===== src/rtl/booth_pkg.sv =====
// Shared types for the sequential Booth multiplier.
//   state_t    : controller states (IDLE / BUSY / DONE)
//   booth_op_t : action selected by the radix-2 Booth pair {Q[0], q_1}
//   booth_decode() : maps the Booth pair to an add / subtract / no-op
package booth_pkg;

  typedef enum logic [1:0] {
    IDLE = 2'd0,
    BUSY = 2'd1,
    DONE = 2'd2
  } state_t;

  typedef enum logic [1:0] {
    OP_NONE = 2'd0,
    OP_ADD  = 2'd1,
    OP_SUB  = 2'd2
  } booth_op_t;

  // 01 : end of a run of ones  -> add M
  // 10 : start of a run of ones -> subtract M
  // 00 / 11 : inside a run      -> nothing
  function automatic booth_op_t booth_decode(input logic q0, input logic q_1);
    booth_op_t op;
    case ({q0, q_1})
      2'b01:   op = OP_ADD;
      2'b10:   op = OP_SUB;
      default: op = OP_NONE;
    endcase
    return op;
  endfunction

endpackage


===== src/rtl/booth_step.sv =====
// One combinational radix-2 Booth iteration on W1-bit registers.
//   a, q, q_1, m       : current accumulator, multiplier, guard bit, multiplicand
//   a_nxt, q_nxt, q_1_nxt : state after add/sub and arithmetic right shift
// All arithmetic wraps modulo 2^W1.
module booth_step
  import booth_pkg::*;
#(
  parameter int W1 = 17
) (
  input  logic [W1-1:0] a,
  input  logic [W1-1:0] q,
  input  logic          q_1,
  input  logic [W1-1:0] m,
  output logic [W1-1:0] a_nxt,
  output logic [W1-1:0] q_nxt,
  output logic          q_1_nxt
);

  booth_op_t       op;
  logic [W1-1:0]   sum;

  always_comb begin
    op  = booth_decode(q[0], q_1);
    sum = a;
    case (op)
      OP_ADD:  sum = a + m;
      OP_SUB:  sum = a - m;
      default: sum = a;
    endcase
  end

  // Arithmetic shift of {sum, q, q_1} right by one: sign of sum is replicated,
  // sum's LSB moves into Q, Q's LSB becomes the new guard bit.
  assign a_nxt   = {sum[W1-1], sum[W1-1:1]};
  assign q_nxt   = {sum[0], q[W1-1:1]};
  assign q_1_nxt = q[0];

endmodule


===== src/rtl/booth_mult_seq.sv =====
// Sequential radix-2 Booth multiplier, one multiplication in flight.
// Operands are widened to WIDTH+1 bits (sign- or zero-extended by signed_mode)
// so the same signed Booth engine produces exact signed and unsigned products.
//   clk, reset        : clock, asynchronous active-low reset
//   in_valid/in_ready : operand handshake (ready only in IDLE)
//   signed_mode       : 1 = two's complement operands, 0 = unsigned
//   multiplicand      : M, multiplier : Q  (sampled on accept)
//   out_valid/out_ready : result handshake (valid only in DONE)
//   product           : 2*WIDTH-bit result, held until the next result loads
//   busy              : high in BUSY and DONE
// Latency: out_valid rises WIDTH+1 edges after the accepting edge.
module booth_mult_seq
  import booth_pkg::*;
#(
  parameter int WIDTH = 16,
  parameter int CNT_W = $clog2(WIDTH + 2)
) (
  input  logic                 clk,
  input  logic                 reset,
  input  logic                 in_valid,
  output logic                 in_ready,
  input  logic                 signed_mode,
  input  logic [WIDTH-1:0]     multiplicand,
  input  logic [WIDTH-1:0]     multiplier,
  output logic                 out_valid,
  input  logic                 out_ready,
  output logic [2*WIDTH-1:0]   product,
  output logic                 busy
);

  localparam int W1 = WIDTH + 1;
  localparam logic [CNT_W-1:0] CNT_INIT = CNT_W'(W1);
  localparam logic [CNT_W-1:0] CNT_ONE  = CNT_W'(1);

  state_t          state;
  logic [W1-1:0]   a_r, q_r, m_r;
  logic            q1_r;
  logic [CNT_W-1:0] cnt;

  logic [W1-1:0]   a_nxt, q_nxt;
  logic            q1_nxt;
  logic [W1-1:0]   m_ext, q_ext;

  // Extension bit is the operand MSB only in signed mode.
  assign m_ext = {signed_mode & multiplicand[WIDTH-1], multiplicand};
  assign q_ext = {signed_mode & multiplier[WIDTH-1],   multiplier};

  booth_step #(.W1(W1)) u_step (
    .a       (a_r),
    .q       (q_r),
    .q_1     (q1_r),
    .m       (m_r),
    .a_nxt   (a_nxt),
    .q_nxt   (q_nxt),
    .q_1_nxt (q1_nxt)
  );

  always_ff @(posedge clk or negedge reset) begin
    if (!reset) begin
      state   <= IDLE;
      a_r     <= '0;
      q_r     <= '0;
      q1_r    <= 1'b0;
      m_r     <= '0;
      cnt     <= '0;
      product <= '0;
    end else begin
      case (state)
        BUSY: begin
          a_r  <= a_nxt;
          q_r  <= q_nxt;
          q1_r <= q1_nxt;
          cnt  <= cnt - CNT_ONE;
          if (cnt == CNT_ONE) begin
            state <= DONE;
            // Low 2*WIDTH bits of the post-step {A,Q}; the top two bits of A
            // are only sign copies of the exact product.
            product <= {a_nxt[WIDTH-2:0], q_nxt};
          end
        end
        DONE: begin
          if (out_ready) state <= IDLE;
        end
        // IDLE, and any illegal encoding, behaves as IDLE: in_ready is high
        // there, so an offered operand pair is taken rather than dropped.
        default: begin
          if (in_valid) begin
            a_r   <= '0;
            q_r   <= q_ext;
            q1_r  <= 1'b0;
            m_r   <= m_ext;
            cnt   <= CNT_INIT;
            state <= BUSY;
          end else begin
            state <= IDLE;
          end
        end
      endcase
    end
  end

  assign out_valid = (state == DONE);
  assign in_ready  = (state != BUSY) && (state != DONE);
  assign busy      = ~in_ready;

endmodule


===== config.mk =====
export PLATFORM = sky130hd
export DESIGN_NAME = booth_mult_seq
export DESIGN_NICKNAME = d
export VERILOG_FILES = /design/src/rtl/booth_pkg.sv /design/src/rtl/booth_step.sv /design/src/rtl/booth_mult_seq.sv
export SDC_FILE = /design/constraint.sdc
export NUM_CORES = 1
export LEC_CHECK = 0
export ABC_AREA = 1
export CAP_MARGIN = 20
export CORE_MARGIN = 3
export CORE_UTILIZATION = 60
export DETAILED_ROUTE_END_ITERATION = 10
export PLACE_DENSITY = 0.86
export SLEW_MARGIN = 20
export SYNTH_ARGS = -nofsm -noshare
export SYNTH_HDL_FRONTEND = slang
export SYNTH_SLANG_ARGS = --single-unit

===== constraint.sdc =====
create_clock -name clk -period 4.8 [get_ports clk]
set_input_delay 0.96 -clock clk [delete_from_list [all_inputs] [get_ports clk]]
set_output_delay 0.96 -clock clk [all_outputs]
set_load 0.1 [all_outputs]

# Yosys cells after proc, flatten, opt, wreduce, memory -nomap -nowiden
# Cells that the tools add are included.
[classes]
n_addsub = 3
n_mux = 14
n_reduce_logical = 7
eq_ne = 11
bitwise = 5
[ops]
columns = ["operator", "n"]
rows = [
  ["$pmux W17 S2", 3],
  ["$mux W17", 2],
  ["$add A17 B17 Y17", 1],
  ["$sub A17 B17 Y17", 1],
  ["$pmux W5 S2", 1],
  ["$pmux W2 S2", 2],
  ["$reduce_and A2 Y1", 4],
  ["$eq A2 B1 Y1 const B", 3],
  ["$eq A2 B2 Y1 const B", 3],
  ["$eq A5 B1 Y1 const B", 1],
  ["$mux W5", 1],
  ["$sub A5 B1 Y5 const B", 1],
  ["$mux W2", 2],
  ["$ne A2 B1 Y1 const B", 2],
  ["$ne A2 B2 Y1 const B", 2],
  ["$not A1 Y1", 3],
  ["$and A1 B1 Y1", 2],
  ["$mux W1", 2],
  ["$pmux W1 S2", 1],
  ["$reduce_bool A2 Y1", 1],
  ["$reduce_or A2 Y1", 1],
  ["$logic_and A1 B1 Y1", 1],
]
[totals]
regBits = 91
wordCells = 47
out_inout_bits = 35

# Logic depth before layout (Yosys ltp)
[depth]
depth_word = 5
ltp_mapped = 21
mapped_depth_nobuf = 20

# By module
# From an unflattened synthesis, not the netlist that was laid out.
[unflattened]
hier_cells = 718
hier_area_um2 = 5561.6
[modules_own_cells]
columns = ["module", "instances", "cells_each", "area_each_um2"]
rows = [
  ["booth_mult_seq", 1, 407, 3915.0],
  ["booth_step", 1, 311, 1646.6],
]

# Worst setup path before layout
# Ideal clock, no wire load.
[synth_path]
kind = "flip-flop to output port"
startpoint = "register state[0]"
endpoint = "output port busy"
path_buffers = 0
stages_incl_launch_ff = 4
t_arrival_ns = 1.938
path_slack_ns = 1.902
cell_sequence = "dfrtp_1 > inv_1 > ha_1 > inv_1"
[synth_between]
elab_chain_cells = 3
[synth_lines]
columns = ["item", "line", "text"]
rows = [
  ["start: declaration", "booth_mult_seq.sv:35", "state_t state;"],
  ["start signal: assignment", "booth_mult_seq.sv:60", "state <= IDLE;"],
  ["start signal: assignment", "booth_mult_seq.sv:75", "state <= DONE;"],
  ["start signal: assignment", "booth_mult_seq.sv:82", "if (out_ready) state <= IDLE;"],
  ["$ne A2 B1 Y1 or $ne A2 B2 Y1 (tied branches)", "booth_mult_seq.sv:103", "assign in_ready = (state != BUSY) && (state != DONE);"],
  ["$logic_and A1 B1 Y1 *", "booth_mult_seq.sv:103", ""],
  ["named net in_ready", "booth_mult_seq.sv:21", "output logic in_ready,"],
  ["$not A1 Y1 *", "booth_mult_seq.sv:104", "assign busy = ~in_ready;"],
  ["end: declaration", "booth_mult_seq.sv:28", "output logic busy"],
]
# The timed path passes the listed nets; every way through them passes the cells marked *.

# Worst setup path after layout
[layout_path]
startpoint = "register state[0]"
endpoint = "output port busy"
[layout_between]
elab_chain_cells = 3
[layout_lines]
columns = ["item", "line"]
rows = [
  ["$ne A2 B1 Y1 or $ne A2 B2 Y1 (tied branches)", "booth_mult_seq.sv:103"],
  ["$logic_and A1 B1 Y1 *", "booth_mult_seq.sv:103"],
  ["$not A1 Y1 *", "booth_mult_seq.sv:104"],
]
# Every way passes the cells marked *; elsewhere a longest branch is shown, timed or not.

==> metrics.yaml <==
synthDominantCellAreaShare_pct: 43.0
num_rows: 33
hold_depth: 2
root_buffer: "clkbuf_8"
cpMostUsedCell: "inv_1"
synth.distinct_cells: 36
multi_input_area_sq_um: 2450
core_area_sq_um: 8340
clock_latency_ns: 0.38
die_area_sq_um: 9890
crit_arrival_ns: 2.37
wl_um: 12600
gp_congestion: 0.993
nets: 823
cts_hold_buffers: 0
layout-drive-gt1-share_pct: 5.86
tightestPinTransition_ns: 1.01
fillerInstances: 647
hold_viol_final: 0
ys_warn_count: 0
cts_sinks: 90
dieHeight_um: 99.5
areaGrowthSynthToFinish_pct: 17.9
rsz0062_at_grt: "no"
r2r_cells: 17
antenna_found_initial: 0
max_freq_ghz: 0.301
grtUsageTotal_pct: 26.7
layout_min_cycle_time_ns: 3.33
cts_tree: "yes"
hp-start: "product[26]"
post-cts-setup-buffers: 0
fin_tns_setup_ns: 0
setup_viol: 0
slew_headroom_pct: 32.4
cp-end-kind: "output pin"
critPathLaunchType: "flop"
holdPathEnd: "product[26]"
period_share_pct: 69.3
outcome: "finished, final reports clean"
final_cell_mix: "nand2_1 (230), inv_1 (108), dfrtp_1 (90), clkdlybuf4s50_1 (70), o21ai_0 (39)"
critPathMaxStageDelay_ns: 1.13
synth_top_cell_by_area: "dfrtp_1"
clock-skew-final_ns: 0.0103
min_path_type: "flop to flop"
crit_type: "flop to output pin"
via_count: 4714
r2r-start: "q1_r"
avgSynthCellArea_sq_um: 7.51
wl_per_cell_um: 14.5
h-tree-depth: 3
drtAntennaViolNets: 0
initial_core_util_pct: 62.8
clk_pin_slew_worst_paths_ns: 0.10
ios: 72
crit_chain: "inv_1 > ha_1 > inv_1 > clkdlybuf4s50_1"
synth_nets: 758
netlist_area_sq_um: 5240
cts_max_path_buffers: 2
crit_required_ns: 3.84
cap_violations: 0
synth.area.top_cells: "dfrtp_1 (43%), nand2_1 (16%), inv_1 (7.7%)"
detailedRoute.firstIterationViolations: 324
r2r-end: "a_r[11]"
cts_buffers: 9
synth-seq-cells: 90
drc: 0
dr.pass1.iters: 5
whs_ns: 0.482
grt_start_max_net_pins: 64
grt_pass1_vias: 4535
grt_pass1_wl_um: 21100
via_per_inst: 5.40
path_max_fanout: 3
n_antenna_cell: 0
regToRegSetupSlack_ns: 1.77
fp.dieW_um: 99.5
layout_commonest_cell: "nand2_1"
yosysSeqAreaShare_pct: 43.0
gr-total-overflow: 0
cts_resized: 0
finalMaxSlewViolations: 0
portBuffers: 71
syn_inst: 698
hpwl_um: 9330
register_area_sq_um: 2250
slowest_stage: "clkdlybuf4s50_1"
per-stage QoR:
step	std cells	worst slack (ns)	area, sq um	util [%]
2_1_floorplan	698	1.90	5240	-
3_3_place_gp	857	1.70	5980	71.7
3_5_place_dp	857	1.60	5980	71.7
4_1_cts	873	1.45	6180	74.1
5_1_grt	873	1.39	6180	74.1
6_report	873	1.47	6180	74.1
cell usage after synthesis (all sizes together):
| master | number |
|---|---|
| nand3 | 38 |
| nor3 | 7 |
| xor2 | 11 |
| or2 | 4 |
| clkinv | 1 |
| ha | 22 |
| clkbuf | 6 |
| dfrtp | 90 |
| buf | 13 |
| nand3b | 3 |
| fa | 1 |
| nor4 | 1 |
| xnor2 | 5 |
| a21o | 1 |
| a22oi | 16 |
| nand4 | 5 |
| o31ai | 1 |
| mux2i | 1 |
| o211ai | 3 |
| a31oi | 4 |
| inv | 112 |
| o22ai | 6 |
| o21ai | 68 |
| a21oi | 9 |
| and2 | 3 |
| nand2 | 237 |
| nor2 | 30 |
area by class of cell:
cell class              count  area share [%]
repair buffers             73            11.7
multi-input cells         476            39.6
flip-flops and latches     90            36.5
inverters                 113            6.87
well taps                 105            2.13
clock buffers               9            2.01
clock inverters             7            1.20
critical path, delay by kind of cell (launching register included):
family                   cells  cell delay, ns
buffers and inverters        3            1.27
flip-flops                   1            0.40
adder cells (fa/ha/maj)      1            0.33
kinds of logic (layout without fill, tap and decap cells):
| logic type | after synthesis | after routing | share of synthesized area [%] |
|---|---|---|---|
| AO/OA/AOI/OAI | 108 | 108 | 11.8 |
| XOR/XNOR | 16 | 16 | 2.67 |
| adder cells (fa/ha/maj) | 23 | 23 | 5.64 |
| buffers and inverters | 132 | 202 | 10.3 |
| flip-flops | 90 | 90 | 43.0 |
| multiplexers | 1 | 1 | 0.191 |
| AND/OR/NAND/NOR | 328 | 328 | 26.5 |
worst max-delay path by stage:
stage              end  slack [ns]  depth (start not counted)  startpoint
2_1_floorplan     busy        1.90                          3    state[0]
3_3_place_gp    q_r[0]        1.70                          6    in_valid
3_5_place_dp   q_r[10]        1.60                          6    in_valid
4_1_cts           busy        1.45                          4    state[0]
5_1_grt           busy        1.39                          4    state[0]
6_report          busy        1.47                          4    state[0]
state kept, by name (all words and copies together), names as in the netlist:
register and cells:
cnt 5, q_r 17, product 32, a_r 16, q1_r 1, state 2, m_r 17
per-layer routing:
metal | track usage, % | vias to the layer above | routed length (um)
li1 | - | 2338 | -
met1 | 36.6 | 2170 | 5730
met2 | 42.9 | 172 | 5770
met3 | 5.05 | 34 | 823
met4 | 8.93 | 0 | 307
met5 | 0 | - | 0
Power is not shown: default switching activity piles up to over one toggle a cycle in this logic, so the estimate is an artifact.
